===== src/rtl/switch_bounce_gen.sv =====
// Contact-bounce emulator: one shared engine turns clean per-switch target levels
// into bouncy switch waveforms, serving pending channels lowest index first.
//
// state  | meaning
// IDLE   | scanning for a channel whose output differs from its target
// BOUNCE | toggling the active channel with random holds between toggles
// SETTLE | final random hold, then drive the active channel to its current target
module switch_bounce_gen #(
  parameter int          N_SW         = 18,
  parameter int          BOUNCE_COUNT = 5,
  parameter int          HOLD_W       = 10,
  parameter logic [15:0] LFSR_SEED    = 16'hACE1
) (
  input  logic                    clk,
  input  logic                    rst_n,
  input  logic                    enable,
  input  logic [N_SW-1:0]         target,
  output logic [N_SW-1:0]         sw_out,
  output logic                    busy,
  output logic [$clog2(N_SW)-1:0] active_idx,
  output logic [N_SW-1:0]         settled
);

  localparam int          IDX_W  = $clog2(N_SW);
  localparam int          TCNT_W = $clog2(BOUNCE_COUNT + 1);
  localparam int          HCNT_W = HOLD_W + 1;
  localparam logic [15:0] SEED   = (LFSR_SEED == 16'h0000) ? 16'h0001 : LFSR_SEED;

  typedef enum logic [1:0] {IDLE, BOUNCE, SETTLE} state_t;

  state_t              state, state_nxt;
  logic [N_SW-1:0]     target_q, mismatch, sw_nxt, settled_nxt;
  logic [IDX_W-1:0]    idx_nxt, first_idx;
  logic                found;
  logic [TCNT_W-1:0]   tcnt, tcnt_nxt;
  logic [HCNT_W-1:0]   hcnt, hcnt_nxt, hold;
  logic [15:0]         lfsr, lfsr_nxt;

  // Galois form of x^16+x^14+x^13+x^11+1; a nonzero state never reaches zero.
  assign lfsr_nxt = {1'b0, lfsr[15:1]} ^ (lfsr[0] ? 16'hB400 : 16'h0000);
  assign hold     = HCNT_W'(lfsr[HOLD_W-1:0]) + HCNT_W'(1);
  assign mismatch = target_q ^ sw_out;
  assign busy     = (state != IDLE);

  always_comb begin
    first_idx = '0;
    found     = 1'b0;
    for (int i = N_SW - 1; i >= 0; i--) begin
      if (mismatch[i]) begin
        first_idx = IDX_W'(i);
        found     = 1'b1;
      end
    end
  end

  always_ff @(posedge clk or negedge rst_n) begin
    if (!rst_n) begin
      state      <= IDLE;
      sw_out     <= '0;
      settled    <= '0;
      active_idx <= '0;
      tcnt       <= '0;
      hcnt       <= '0;
      lfsr       <= SEED;
      target_q   <= '0;
    end else begin
      state      <= state_nxt;
      sw_out     <= sw_nxt;
      settled    <= settled_nxt;
      active_idx <= idx_nxt;
      tcnt       <= tcnt_nxt;
      hcnt       <= hcnt_nxt;
      lfsr       <= lfsr_nxt;
      target_q   <= target;
    end
  end

  always_comb begin
    state_nxt   = state;
    sw_nxt      = sw_out;
    settled_nxt = '0;
    idx_nxt     = active_idx;
    tcnt_nxt    = tcnt;
    hcnt_nxt    = hcnt;
    if (!enable) begin
      state_nxt = IDLE;
      sw_nxt    = target;
      tcnt_nxt  = '0;
      hcnt_nxt  = '0;
    end else begin
      case (state)
        IDLE: begin
          if (found) begin
            idx_nxt           = first_idx;
            sw_nxt[first_idx] = ~sw_out[first_idx];
            tcnt_nxt          = TCNT_W'(1);
            hcnt_nxt          = hold;
            state_nxt         = BOUNCE;
          end
        end
        BOUNCE: begin
          if (hcnt == HCNT_W'(1)) begin
            hcnt_nxt = hold;
            if (tcnt < TCNT_W'(BOUNCE_COUNT)) begin
              sw_nxt[active_idx] = ~sw_out[active_idx];
              tcnt_nxt           = tcnt + TCNT_W'(1);
            end else begin
              state_nxt = SETTLE;
            end
          end else begin
            hcnt_nxt = hcnt - HCNT_W'(1);
          end
        end
        SETTLE: begin
          if (hcnt == HCNT_W'(1)) begin
            // Final level is whatever the target is now, not at burst start.
            sw_nxt[active_idx]      = target_q[active_idx];
            settled_nxt[active_idx] = 1'b1;
            state_nxt               = IDLE;
          end else begin
            hcnt_nxt = hcnt - HCNT_W'(1);
          end
        end
        default: state_nxt = IDLE;
      endcase
    end
  end

endmodule

===== config.mk =====
export PLATFORM = sky130hd
export DESIGN_NAME = switch_bounce_gen
export DESIGN_NICKNAME = d
export VERILOG_FILES = /design/src/rtl/switch_bounce_gen.sv
export SDC_FILE = /design/constraint.sdc
export NUM_CORES = 1
export LEC_CHECK = 0
export ABC_AREA = 1
export ABC_CLOCK_PERIOD_IN_PS = 6500
export BUFFER_PORTS_ARGS = -buffer_cell sky130_fd_sc_hd__buf_2
export CAP_MARGIN = 0
export CORE_UTILIZATION = 40
export DETAILED_ROUTE_END_ITERATION = 12
export HOLD_SLACK_MARGIN = 0.1
export SETUP_SLACK_MARGIN = 0.05
export SLEW_MARGIN = 20
export SYNTH_ARGS = -nofsm -noshare
export SYNTH_HDL_FRONTEND = slang
export SYNTH_SLANG_ARGS = --single-unit

===== constraint.sdc =====
create_clock -name clk -period 6.5 [get_ports clk]
set_input_delay 0.325 -clock clk [delete_from_list [all_inputs] [get_ports clk]]
set_output_delay 0.325 -clock clk [all_outputs]
set_load 0.05 [all_outputs]

After elaboration in Yosys (flattened, before gate mapping)
Index checks and enable logic that the tools add are counted.
{"block": "totals", "regBits": 91, "in_bits": 21, "out_inout_bits": 42, "elab_cells": 115}
{"block": "classes", "n_addsub": 3, "n_lt_le_gt_ge": 5, "eq_ne": 11, "n_mux": 75, "n_bitwise": 4, "n_reduce_logical": 9}
{"op": "$mux 18", "count": 8}
{"op": "$mux 5", "count": 18}
{"op": "$bwmux 18", "count": 3}
{"op": "$pmux 18 s3", "count": 1}
{"op": "$mux 11", "count": 4}
{"op": "$pmux 11 s3", "count": 1}
{"op": "$mux 1", "count": 23}
{"op": "$ne 3x3->1 const B", "count": 6}
{"op": "$xor 18x18->18", "count": 1}
{"op": "$mux 16", "count": 1}
{"op": "$xor 15x16->16", "count": 1}
{"op": "$bmux 1 s5", "count": 3}
{"op": "$lt 5x6->1 const B", "count": 2}
{"op": "$mux 3", "count": 4}
{"op": "$add 10x1->11 const B", "count": 1}
{"op": "$eq 11x1->1 const B", "count": 1}
{"op": "$sub 11x1->11 const B", "count": 1}
{"op": "$demux 1 s5", "count": 2}
{"op": "$ge 5x1->1 const B", "count": 2}
{"op": "$mux 2", "count": 5}
{"op": "$reduce_and 4->1", "count": 2}
{"op": "$pmux 2 s3", "count": 1}
{"op": "$pmux 3 s2", "count": 1}
{"op": "$reduce_and 3->1", "count": 2}
{"op": "11 further kinds", "count": 13}

Longest topological paths before layout
{"block": "logic_depth", "depth_word": 27, "depth_mapped": 32, "depth_no_buf": 30}

Least setup slack after synthesis
OpenSTA, ideal clock, no wires.
{"block": "synth_path", "kind": "register -> register", "from": "register sw_out[16]", "to": "register sw_out[12]", "setup_time_ps": 118, "t_arrival_ps": 2658, "t_required_ps": 6382, "path_slack_ps": 3724, "stages_incl_launch_ff": 32, "n_path_buf": 2, "period_less_slack_ps": 2776, "cell_sequence": "dfrtp_1 > inv_2 > nand2_2 > nand2_1 > nand2_1 > nand2_1 > nand2_1 > nand2_1 > nand2_1 > nand2_1 > nand2_1 > nand2_1 > nand2_1 > nand2_1 > nand2_1 > nand2_1 > nand2_1 > nand2_1 > nand2_2 > nand2_4 > nand2_4 > buf_8 > o21ai_1 > nand2_1 > nand2_1 > nand2_2 > nand2_4 > buf_12 > o21bai_2 > nand2_1 > nand2_1 > nand2_1"}
{"block": "synth_between", "elab_chain_len": 26, "elab_cells_between_ends": 55, "cone_classes": "order compare: 2; eq/ne: 1; mux: 47; bitwise: 3; reduce/logical: 2"}
{"item": "start: declaration", "line_no": "18", "source": "output logic [N_SW-1:0] sw_out,"}
{"item": "start signal: assignment", "line_no": "68", "source": "sw_out <= sw_nxt;"}
{"item": "$xor 18x18->18", "line_no": "42", "source": "assign mismatch = target_q ^ sw_out;"}
{"item": "$mux 5 (17 in series)", "line_no": "49", "source": "if (mismatch[i]) begin"}
{"item": "$lt 5x6->1 (implied by the code) / $ge 5x1->1 (equally long branches)", "line_no": "95", "source": "sw_nxt[first_idx] = ~sw_out[first_idx];"}
{"item": "$logic_and 1x1->1 (implied by the code)", "line_no": "95"}
{"item": "$mux 1 (implied by the code)", "line_no": "95"}
{"item": "$demux 1 s5", "line_no": "95"}
{"item": "$bwmux 18", "line_no": "95"}
{"item": "$mux 18", "line_no": "93", "source": "if (found) begin"}
{"item": "$pmux 18 s3", "line_no": "91", "source": "case (state)"}
{"item": "$mux 18", "line_no": "85", "source": "if (!enable) begin"}
Several ways; a longest one is shown, not always the timed one. The select of a mux whose other input is x is not followed.
A chain may end at the register's enable or synchronous reset.

Worst setup path in the final report
{"block": "layout_path", "from": "register state[0]", "to": "register hcnt[9]"}
{"block": "layout_between", "elab_chain_len": 3, "elab_cells_between_ends": 9, "cone_classes": "eq/ne: 5; mux: 2; reduce/logical: 2"}
{"item": "start: declaration", "line_no": "31", "source": "state_t state, state_nxt;"}
{"item": "start signal: assignment", "line_no": "67", "source": "state <= state_nxt;"}
{"item": "$eq 2x2->1 (tied with other cells)", "line_no": "91"}
{"item": "$ne 4x1->1 (no source line) (tied with other cells)"}
{"item": "$reduce_and 3->1 (no source line) / $mux 11 (equally long branches)"}
{"item": "end signal: assignment", "line_no": "72", "source": "hcnt <= hcnt_nxt;"}
{"item": "end: declaration", "line_no": "36", "source": "logic [HCNT_W-1:0] hcnt, hcnt_nxt, hold;"}
Several ways; a longest one is shown, not always the timed one.

==> metrics.md <==
| Metric | Value |
|---|---|
| Highest metal used | met4 |
| Clock buffer count from CTS | 9 |
| Final hold vios | 0 |
| Placer Congestion | 0.910 |
| Routed Antenna Nets | 0 |
| Most common cell after layout, fill and taps aside | nand2_1 |
| Startpoint types | flip-flop |
| Post-DR vias/cell | 5.28 |
| Unrepaired setup endpoints after global routing | false |
| Clk_lat worst skew | 360 ps |
| Worst path slowest cell | nand3_1 |
| Initial antenna violation count | 0 |
| CTS clk-pin slew, worst paths | 70 ps |
| Synth Register Bits | 91 |
| Antenna diodes | 0 |
| Setup TNS | 0 ps |
| Critical path type | reg2reg |
| Clock sinks | 91 |
| Clock Power Share | 15.9% |
| EDFF count, synth | 0 |
| Max rail drop VDD | 0.199 mV |
| TritonCTS clock tree | yes |
| CTS root buf | clkbuf_16 |
| Leak | 3.46 nW |
| Syn nets | 868 |
| Via count | 5788 |
| PostCTS Resize Cnt | 0 |
| PD cells | 498 nW/um^2 |
| Post-CTS Setup Bufs | 0 |
| M1 wire length | 8.16 mm |
| Number of placement rows | 44 |
| Avg WL per Cell | 16.3 um |
| Hold-fix buffer count after cts | 17 |
| Post-synth ARST share | 100% |
| First-pass GRT wire length | 28.2 mm |
| Placed standard-cell area | 6360 um^2 |
| Port Buffers | 62 |
| Vias in the first global route | 5304 |
| Final non-filler cell total | 1097 |
| Max-slew violations | 0 |
| Met2 routed WL | 8.08 mm |
| Pint | 1.54 mW |
| Worst endpoint required time | 6760 ps |
| Die width | 124 um |
| Max clock buf depth | 2 |
| Crit. End Element | flip-flop |
| Multi-input gate area | 3200 um^2 |
| Buf/Inv on CP | 1 |
| Largest net degree at the start of global routing | 61 |
| Final-stage net count | 937 |
| DR pass1 iterations | 5 |
| Filler instances | 1507 |
| Die height | 124 um |
| Final Cycle Share | 53.6% |
| Most frequent cells in the layout | nand2_1 (259), nor2_1 (104), o21ai_0 (83), dfrtp_1 (83), inv_1 (73) |
| Residual DRC count | 0 |
| Synth Area per Inst | 7.05 um^2 |
| Largest stage delay on the critical path | 880 ps |
| Combinational Power Share | 60.5% |
| WL final | 17.9 mm |
| Cells after Synth | 839 |
| Cell Count Post-Placement | 1064 |
| Seq pwr share | 23.6% |
| Total track usage | 24.8% |
| Most Frequent Cell on Critical Path | nand2_1 |
| Grt total ovfl | 0 |
| Max transition margin | 20.8% |
| Slew @ Worst Pin | 1190 ps |
| Area delta synth->final | 15.5% |
| Status | completed |
| WP data arrival | 3740 ps |
| Top_reg_cell synth | dfrtp_1 |
| Crit path cell chain | inv_1, ha_1, nand3_1, nand2_1, nor2_1, nand2_1, o31ai_1 |
| Fin Clk Skew | 10.8 ps |
| Synth warn | 0 |
| Core ar. | 14500 um^2 |
| Max Cap Violations | 0 |
| Sw Pwr | 1.87 mW |
| Fraction of layout cells with a size suffix above 1 | 13.1% |
| Total power | 3.41 mW |
| Area of the die | 15300 um^2 |
| HPWL Detailed | 12.5 mm |
| DR iter-0 viols | 560 |
| Synth cell types | 43 |
| DR WL met3 | 1.29 mm |
| CP max FO | 21 |
| Hold Crit Class | in2reg |
| Sequential area share after synthesis | 38.6% |
| Hold slack final | 111 ps |
| H-tree Lvls | 3 |
| Max Freq | 287 MHz |
| Final setup viols | 0 |
| Cell family with most CP delay | simple AND/OR/NAND/NOR gates |
| Initial core utilization | 40.9% |
| Num ports | 63 |
| Sequential standard cell area | 2290 um^2 |
| Final min period | 3480 ps |
| Finished Cell Area | 6840 um^2 |
| Post-synthesis cell area | 5920 um^2 |
| Sw Share | 54.9% |
-- kinds of logic (layout without fill, tap and decap cells) --
group                      after synthesis  after routing  share of synthesized area, %
AOI/OAI and AO/OA                      172            172                          17.9
and+or+nand+nor                        429            429                          29.5
xor gates and xnor gates                34             34                          5.03
adders and majority gates                8              8                          1.69
buffers and inverters                  105            179                          7.29
DFF                                     91             91                          38.6
-- cell type report --
type	instances	area share (%)
clock buffer	11	3.55
clock inverter	5	0.915
inverter	80	4.39
multi-input combinational	643	46.8
sequential	91	33.4
tap	184	3.37
timing repair buffer	83	7.50
-- sequential cells by signal (all words and copies together) (netlist names) --
register	count
active_idx	5
settled	18
sw_out	18
tcnt	3
lfsr	16
hcnt	11
target_q	18
state	2
-- layer usage --
layer,global-route usage [%],up-vias
met5,0,-
met4,9.86,0
met3,4.40,26
met2,37.8,245
met1,34.8,2660
li1,-,2857
-- Yosys cell counts, drive strengths merged (9+ instances only) --
cell type	n	area (um^2)
nand3	43	233
dfrtp	83	2080
a22oi	13	97.6
o21bai	19	180
buf	9	71.3
nor2	105	394
xnor2	19	166
inv	79	297
nand2	269	1050
a21oi	23	115
clkbuf	16	60.1
o21ai	94	470
o22ai	9	56.3
xor2	15	131
-- power by group through the flow --
stage                     clock network [mW]  registers [mW]  logic, mW
after floorplan                            0           0.995       1.33
after global placement                     0           0.814       2.01
after detailed placement                   0           0.815       2.02
after CTS                              0.555           0.805       2.03
after global routing                   0.578           0.823       2.28
final                                  0.541           0.805       2.06
-- per-stage QoR --
stage | util (%) | setup WS, ps
after global placement | 43.9 | 2870
final | 47.2 | 3020
after CTS | 47.2 | 2890
after floorplan | - | 3720
after detailed placement | 43.9 | 2880
after global routing | 47.2 | 2680
-- final timing paths --
check / from / cells past startpoint / slack, ps / end
setup / recovery: state[0] / 7 / 3020 / hcnt[9]
hold / removal: target[5] / 1 / 110 / target_q[5]
setup reg to reg: state[0] / 7 / 3020 / hcnt[9]
hold reg to reg: lfsr[12] / 0 / 360 / lfsr[11]
max in group asynchronous: rst_n / 3 / 4920 / hcnt[7]
min in group asynchronous: rst_n / 2 / 450 / settled[1]
No activity file was read; power rests on OpenSTA's default activity.
